$ cat config.mk
export PLATFORM = sky130hd
export DESIGN_NAME = mdu_seq
export DESIGN_NICKNAME = d
export VERILOG_FILES = /design/src/rtl/mdu_seq_pkg.sv /design/src/rtl/mdu_seq_alu.sv /design/src/rtl/mdu_seq.sv
export SDC_FILE = /design/constraint.sdc
export NUM_CORES = 1
export LEC_CHECK = 0
export ABC_AREA = 1
export CORE_MARGIN = 1.5
export CORE_UTILIZATION = 60
export CTS_CLUSTER_DIAMETER = 150
export CTS_CLUSTER_SIZE = 14
export DETAILED_ROUTE_END_ITERATION = 12
export PLACE_DENSITY_LB_ADDON = 0.25
export SLEW_MARGIN = 40
export SYNTH_ARGS = -nofsm -noshare
export SYNTH_HDL_FRONTEND = slang
export SYNTH_SLANG_ARGS = --single-unit
$ cat constraint.sdc
create_clock -name clk -period 12.4 [get_ports clk]
set_clock_uncertainty 0.15 [all_clocks]
set_input_delay 1.86 -clock clk [delete_from_list [all_inputs] [get_ports clk]]
set_output_delay 1.86 -clock clk [all_outputs]
set_load 0.02 [all_outputs]
$ cat src/rtl/mdu_seq_pkg.sv
// mdu_seq_pkg: operation codes, FSM states and alu opcodes shared by the multiply/divide sequencer.
package mdu_seq_pkg;

    localparam logic [1:0] MDU_MUL  = 2'd0;
    localparam logic [1:0] MDU_DIVU = 2'd1;
    localparam logic [1:0] MDU_REMU = 2'd2;

    typedef enum logic [1:0] {
        ST_IDLE = 2'd0,
        ST_MUL  = 2'd1,
        ST_DIV  = 2'd2,
        ST_DONE = 2'd3
    } mdu_state_e;

    typedef enum logic [2:0] {
        ALU_ADD = 3'd0,
        ALU_SUB = 3'd1,
        ALU_AND = 3'd2,
        ALU_OR  = 3'd3,
        ALU_XOR = 3'd4
    } alu_op_e;

    function automatic logic is_div_op(input logic [1:0] op);
        return (op == MDU_DIVU) || (op == MDU_REMU);
    endfunction

endpackage

$ cat src/rtl/mdu_seq_alu.sv
// alu: purely combinational integer alu; the sequencer only uses ADD and SUB.
module alu
    import mdu_seq_pkg::*;
#(
    parameter int XLEN = 32
) (
    input  logic [XLEN-1:0] a_i,
    input  logic [XLEN-1:0] b_i,
    input  alu_op_e         alu_op_i,
    output logic [XLEN-1:0] y_o
);

    always_comb begin
        y_o = '0;
        case (alu_op_i)
            ALU_ADD: y_o = a_i + b_i;
            ALU_SUB: y_o = a_i - b_i;
            ALU_AND: y_o = a_i & b_i;
            ALU_OR:  y_o = a_i | b_i;
            ALU_XOR: y_o = a_i ^ b_i;
            default: y_o = '0;
        endcase
    end

endmodule

$ cat src/rtl/mdu_seq.sv
// mdu_seq: multi-cycle MUL/DIVU/REMU sequencer driving one shared alu.
// MUL is shift-add (optionally stopping when the multiplier runs out of ones); DIVU/REMU are restoring divide.
module mdu_seq
    import mdu_seq_pkg::*;
#(
    parameter int XLEN       = 32,
    parameter bit EARLY_EXIT = 1'b1
) (
    input  logic            clk,
    input  logic            rst_n,
    input  logic            flush,
    input  logic            req_valid,
    output logic            req_ready,
    input  logic [1:0]      req_op,
    input  logic [XLEN-1:0] req_a,
    input  logic [XLEN-1:0] req_b,
    output logic            resp_valid,
    input  logic            resp_ready,
    output logic [XLEN-1:0] resp_data,
    output logic            busy
);

    localparam int CW = $clog2(XLEN);
    localparam logic [CW-1:0] LAST = CW'(XLEN - 1);

    mdu_state_e      state_q, state_d;
    logic [1:0]      op_q, op_d;
    logic [XLEN-1:0] a_q, a_d, b_q, b_d, acc_q, acc_d, res_q, res_d;
    logic [CW-1:0]   cnt_q, cnt_d;

    logic [XLEN-1:0] alu_a, alu_b, alu_y;
    alu_op_e         alu_op;
    logic [XLEN-1:0] rem_sh, rem_nx, quo_nx;
    logic            carry, ge, last_iter;

    alu #(.XLEN(XLEN)) u_alu (
        .a_i      (alu_a),
        .b_i      (alu_b),
        .alu_op_i (alu_op),
        .y_o      (alu_y)
    );

    // In DIV, a_q holds the quotient shifting in from the dividend and acc_q the partial remainder.
    assign carry  = acc_q[XLEN-1];
    assign rem_sh = {acc_q[XLEN-2:0], a_q[XLEN-1]};
    assign ge     = carry | (rem_sh >= b_q);
    assign rem_nx = ge ? alu_y : rem_sh;
    assign quo_nx = {a_q[XLEN-2:0], ge};

    assign req_ready  = (state_q == ST_IDLE) && !flush;
    assign resp_valid = (state_q == ST_DONE);
    assign resp_data  = res_q;
    assign busy       = (state_q != ST_IDLE);

    always_comb begin
        state_d   = state_q;
        op_d      = op_q;
        a_d       = a_q;
        b_d       = b_q;
        acc_d     = acc_q;
        cnt_d     = cnt_q;
        res_d     = res_q;
        alu_a     = '0;
        alu_b     = '0;
        alu_op    = ALU_ADD;
        last_iter = 1'b0;
        case (state_q)
            ST_IDLE: begin
                if (req_valid && !flush) begin
                    op_d    = req_op;
                    a_d     = req_a;
                    b_d     = req_b;
                    acc_d   = '0;
                    cnt_d   = '0;
                    state_d = is_div_op(req_op) ? ST_DIV : ST_MUL;
                end
            end
            ST_MUL: begin
                alu_a     = acc_q;
                alu_b     = a_q;
                acc_d     = b_q[0] ? alu_y : acc_q;
                a_d       = a_q << 1;
                b_d       = b_q >> 1;
                cnt_d     = cnt_q + 1'b1;
                last_iter = (EARLY_EXIT && (b_q[XLEN-1:1] == '0)) || (cnt_q == LAST);
                if (last_iter) begin
                    res_d   = acc_d;
                    state_d = ST_DONE;
                end
            end
            ST_DIV: begin
                alu_a  = rem_sh;
                alu_b  = b_q;
                alu_op = ALU_SUB;
                if (b_q == '0) begin
                    res_d   = (op_q == MDU_REMU) ? a_q : '1;
                    state_d = ST_DONE;
                end else begin
                    acc_d = rem_nx;
                    a_d   = quo_nx;
                    cnt_d = cnt_q + 1'b1;
                    if (cnt_q == LAST) begin
                        res_d   = (op_q == MDU_REMU) ? rem_nx : quo_nx;
                        state_d = ST_DONE;
                    end
                end
            end
            ST_DONE: state_d = resp_ready ? ST_IDLE : ST_DONE;
            default: state_d = ST_IDLE;
        endcase
        if (flush) state_d = ST_IDLE;
    end

    always_ff @(posedge clk or negedge rst_n) begin
        if (!rst_n) begin
            state_q <= ST_IDLE;
            op_q    <= '0;
            a_q     <= '0;
            b_q     <= '0;
            acc_q   <= '0;
            cnt_q   <= '0;
            res_q   <= '0;
        end else begin
            state_q <= state_d;
            op_q    <= op_d;
            a_q     <= a_d;
            b_q     <= b_d;
            acc_q   <= acc_d;
            cnt_q   <= cnt_d;
            res_q   <= res_d;
        end
    end

endmodule
# Yosys cells after proc, flatten, opt, wreduce, memory -nomap -nowiden

Cells that the tools add are included.

Register bits after elaboration: 137
Output and inout bits: 35
Logic and storage cells: 82
Input port bits: 71

$lt $le $gt $ge: 1
Add/subtract/negate cells: 3
Muxes and demuxes: 31
Eq/ne operators: 18
Reduce and logical (&&, ||, !) cells: 18
Bitwise gates (word level): 4

Operators with widths:

| cell                                           | count |
|---|---|
| 2-to-1 mux 32 bit                              | 12 |
| one-hot mux 32 bit (2 select lines)            | 4 |
| one-hot mux 32 bit (3 select lines)            | 2 |
| one-hot mux 32 bit (5 select lines)            | 1 |
| adder 32 bit                                   | 1 |
| bitwise AND 32 bit                             | 1 |
| greater-or-equal comparator 32 bit             | 1 |
| logical NOT 32 bit                             | 1 |
| bitwise OR 32 bit                              | 1 |
| subtractor 32 bit                              | 1 |
| XOR 32 bit                                     | 1 |
| logical NOT 31 bit                             | 1 |
| one-hot mux 5 bit (3 select lines)             | 1 |
| 2-to-1 mux 2 bit                               | 7 |
| 2-to-1 mux 5 bit                               | 2 |
| AND reduction 3 bit                            | 3 |
| == test 2 bit (second input constant)          | 4 |
| one-hot mux 2 bit (4 select lines)             | 1 |
| inequality test 3 bit (second input constant)  | 2 |
| nonzero test 2 bit                             | 3 |
| adder 5 x 1 -> 5 bit (second input constant)   | 1 |
| == test 5 bit (second input constant)          | 1 |
| == test 1 x 2 -> 1 bit (second input constant) | 2 |
| == test 2 x 1 -> 1 bit (second input constant) | 2 |
| other kinds (15)                               | 19 |

# Longest topological paths before layout

Depth in word-level cells: 9
Depth in mapped cells: 35
Gate-level depth less buffers: 33

# Cells and area by module

A second synthesis with hierarchy kept.

Cells, all modules: 2,377
Area, all modules: 14,854.2 um2

By module, submodules not included:

| module  | seq. area each (um2) | area each (um2) | times used | cells an instance |
|---|---|---|---|---|
| mdu_seq | 3,428.3              | 9,761.9         | 1          | 1,437 |
| alu     | 0.0                  | 5,092.4         | 1          | 940 |

# Worst setup path before layout

Ideal clock, no wire load.

Path type: input to output
Start point: input port flush
End point: output port req_ready
Arrival time: 2.182 ns
Stages: 1
Slack: 8.208 ns
Cells stage by stage: nor2_1

Word-level cells in the longest chain between the ends: 2

Ends and longest elaborated chain:

| item              | RTL line      | text |
|---|---|---|
| from (decl)       | mdu_seq.sv:11 | `input logic flush,` |
| logical NOT 1 bit | mdu_seq.sv:50 | `assign req_ready = (state_q == ST_IDLE) && !flush;` |
| logical AND 1 bit | mdu_seq.sv:50 |  |
| to (decl)         | mdu_seq.sv:13 | `output logic req_ready,` |

Every way passes these cells.

# Worst setup path in the final report

Start point: register state_q[0]
End point: register acc_q[17]

Word-level cells in the longest chain between the ends: 7
Elaborated cells on any way between the ends: 25

Ends and longest elaborated chain:

| item                                                                           | RTL line          | text |
|---|---|---|
| from (decl)                                                                    | mdu_seq.sv:26     | `mdu_state_e state_q, state_d;` |
| from (signal assigned)                                                         | mdu_seq.sv:124    | `state_q <= state_d;` |
| == test 2 bit / == test 2 x 1 -> 1 bit (equally long branches)                 | mdu_seq.sv:67     | `case (state_q)` |
| one-hot mux 32 bit (2 select lines) / 2-to-1 mux 1 bit (equally long branches) | mdu_seq.sv:67     |  |
| subtractor 32 bit, or another cell as far along                                | mdu_seq_alu.sv:17 | `ALU_SUB: y_o = a_i - b_i;` |
| one-hot mux 32 bit (5 select lines)                                            | mdu_seq_alu.sv:15 | `case (alu_op_i)` |
| 2-to-1 mux 32 bit                                                              | mdu_seq.sv:47     | `assign rem_nx = ge ? alu_y : rem_sh;` |
| 2-to-1 mux 32 bit                                                              | mdu_seq.sv:95     | `if (b_q == '0) begin` |
| one-hot mux 32 bit (3 select lines)                                            | mdu_seq.sv:67     |  |
| to (signal assigned)                                                           | mdu_seq.sv:120    | `acc_q <= '0;` |
| to (signal assigned)                                                           | mdu_seq.sv:128    | `acc_q <= acc_d;` |
| to (decl)                                                                      | mdu_seq.sv:28     | `logic [XLEN-1:0] a_q, a_d, b_q, b_d, acc_q, acc_d, res_q, res_d;` |

Parallel ways exist; a longest one is shown, timed or not. The select of a mux whose other input is x is not followed.
A chain may end at the register's enable or synchronous reset.

==> metrics.cfg <==
[clock_tree]
cts_tree=built
cts_max_level=4
clk_latency_ns=0.45
ctsHoldBuffers=0
cts_root_buffer=clkbuf_16
clk_path_buf_depth=2
ctsResizeCount=0
postCtsSetupBuffers=0
cts_made_buffers=17
cts.sinks=137
clk_pin_slew_ns=0.08

[die]
rows=52
io_pins=106
initial_core_util=0.615
die_h_um=147
core-area_um2=20300
die_w_um=147
die_area_um2=21700

[cells_and_area]
multiInputGateArea_um2=7910
final_cells=2294
fillers=1635
final_area_um2=14200
nets=2153
area_growth_pct=13.6
seqCellArea_um2=3430
num_antenna_cells=0
drive_gt1_frac=0.0494

[setup_path]
r2r_slack_ns=6.67
crit_start=state_q[0]
r2r_end=acc_q[17]
crit_end=acc_q[17]
arrival_ns=5.89
cp-start-kind=flop
cp_slowest_cell=buf_4
path_class=reg2reg
path_max_fanout=64
reg2reg_depth=30
critical_path.max_stage_delay_ns=0.70
crit_required_ns=12.55
r2r-start=state_q[0]
cp_common_cell=nand2_1
cp-end-kind=flop

[worst_hold_path]
hp-class=reg2reg
worstHoldStart=acc_q[31]
hold_depth=2

[global_routing]
grt_use_total=0.448
grt_pass1_wl_um=74400
grt_max_degree=75
antenna_found_initial=2
grt_pass1_vias=13300
grt-ovfl-total=0

[route]
drtIter0Drc=1916
via_per_inst=6.32
drt_first_pass_iters=7
drc_errors=0
vias=14500
antenna_left=0
avgRoutedWirePerCell_um=21.2
wl_um=48700

[timing]
worst_pin_slew_ns=0.856
rsz0062_at_grt=false
slew_viol_final=0
max_freq_ghz=0.174
fin_crit_sh=0.462
report.final.hold_viol_count=0
slew_headroom=0.429
setup_tns_ns=0
fin_crit_ns=5.73
setup_viol=0
fin_hold_ws_ns=0.343

[status]
status=finished clean

[synthesis]
yosysUniqueCellTypes=46
synth.top_cell.area_share=0.275
synthTopCellsByArea=dfrtp_1 27%, nand2_1 16%, ha_1 7.0%
syn_area_per_cell_um2=6.33
synthesis.nets=2113
syn_area_um2=12500
ys_seq_area_frac=0.275
yosys.area_share.simple=0.340
synthMuxAreaShare=0.00170
yosysWarnings=0
syn_inst=1971
synth-xor-area-share=0.0337
yosysTopAreaCell=dfrtp_1
synth_top_family_by_area=simple AND/OR/NAND/NOR gates
synth-seq-cells=137
synth_adder_area_share=0.0718
synth_compound_area_frac=0.182

[place]
dpl.hpwl_um=34700
place_congestion=1.00
dp_cells=2262
placed_area_um2=13600
port_buffers=105

[job]
cap_violations=0

-- through the flow --
stage          worst slack [ns]  utilization
3_5_place_dp               6.89        0.669
3_3_place_gp               7.01        0.668
4_1_cts                    6.88        0.699
5_1_grt                    6.35        0.699
2_1_floorplan              8.21            -
6_report                   6.67        0.699
-- layout make-up --
cell class,instances,area share
multi-input cells,1545,0.558
flip-flops and latches,137,0.242
repair buffers,123,0.0839
inverters,187,0.0495
clock buffers,18,0.0309
well taps,270,0.0238
clock inverters,14,0.0127
-- kinds of logic after synthesis --
group,count (synthesis)
compound gates,408
xor+xnor,48
fa+ha+maj,71
buf+inv,289
flops,137
mux,2
simple gates,1016
-- registers in the layout (all words and copies together) (netlist names) --
signal	count
cnt_q	5
a_q	32
resp_data	32
b_q	32
acc_q	32
state_q	2
op_q	2
-- cells in the mapped netlist (all sizes together) --
| library cell | n |
|---|---|
| clkbuf | 59 |
| o21bai | 4 |
| o21a | 6 |
| o21ai | 190 |
| nor3b | 1 |
| nor3 | 28 |
| nand2 | 560 |
| nor2 | 236 |
| nor4 | 7 |
| a211oi | 1 |
| xnor2 | 15 |
| o41ai | 1 |
| mux2i | 1 |
| o22ai | 33 |
| and2 | 1 |
| nand4 | 14 |
| dfrtp | 137 |
| a21boi | 1 |
| buf | 43 |
| a21o | 2 |
| fa | 1 |
| nand3 | 163 |
| or2 | 4 |
| a22o | 2 |
| o211ai | 49 |
| xor2 | 33 |
| mux2 | 1 |
| a21oi | 119 |
| ha | 70 |
| nand3b | 2 |
| inv | 187 |
-- worst max-delay path, delay by kind of cell, from the launching register on --
family,cells,cell delay (ns)
and+or+nand+nor,18,2.23
buffers and inverters,5,1.12
adders and majority gates,3,1.11
DFF,1,0.45
AOI/OAI and AO/OA,3,0.37
xor gates and xnor gates,1,0.15
-- worst min path at each step --
stage,slack [ns],to
after floorplan,0.30,acc_q[31]
after global placement,0.31,acc_q[31]
after detailed placement,0.33,acc_q[31]
after CTS,0.35,acc_q[31]
after global routing,0.39,acc_q[31]
final,0.34,acc_q[31]
-- metal layers --
metal / wire (um) / vias to the layer above / track usage
met5: 12 / - / 0
met4: 1280 / 2 / 0.136
met3: 8110 / 149 / 0.178
met2: 20100 / 1124 / 0.634
met1: 19200 / 6644 / 0.626
li1: - / 6573 / -
-- layout by cell type (no fill, tap or decap), drive strengths merged, types with 2 or more instances in the layout --
cell type and instances:
buf 19, nand3 163, xnor2 15, inv 195, nand3b 2, a21oi 119
dfrtp 137, nand2 560, nor4 7, nand4 14, nor2 236, clkinv 3
xor2 33, ha 70, a22o 2, nor3 28, o211ai 49, o22ai 33
clkbuf 18, o21a 6, o21ai 190, bufinv 2, or2 4, o21bai 4
clkdlybuf4s50 104, a21o 2
Power is left out: the tool's default activity adds up to more than one toggle a clock period on the data nets, which glitch-free logic cannot reach.
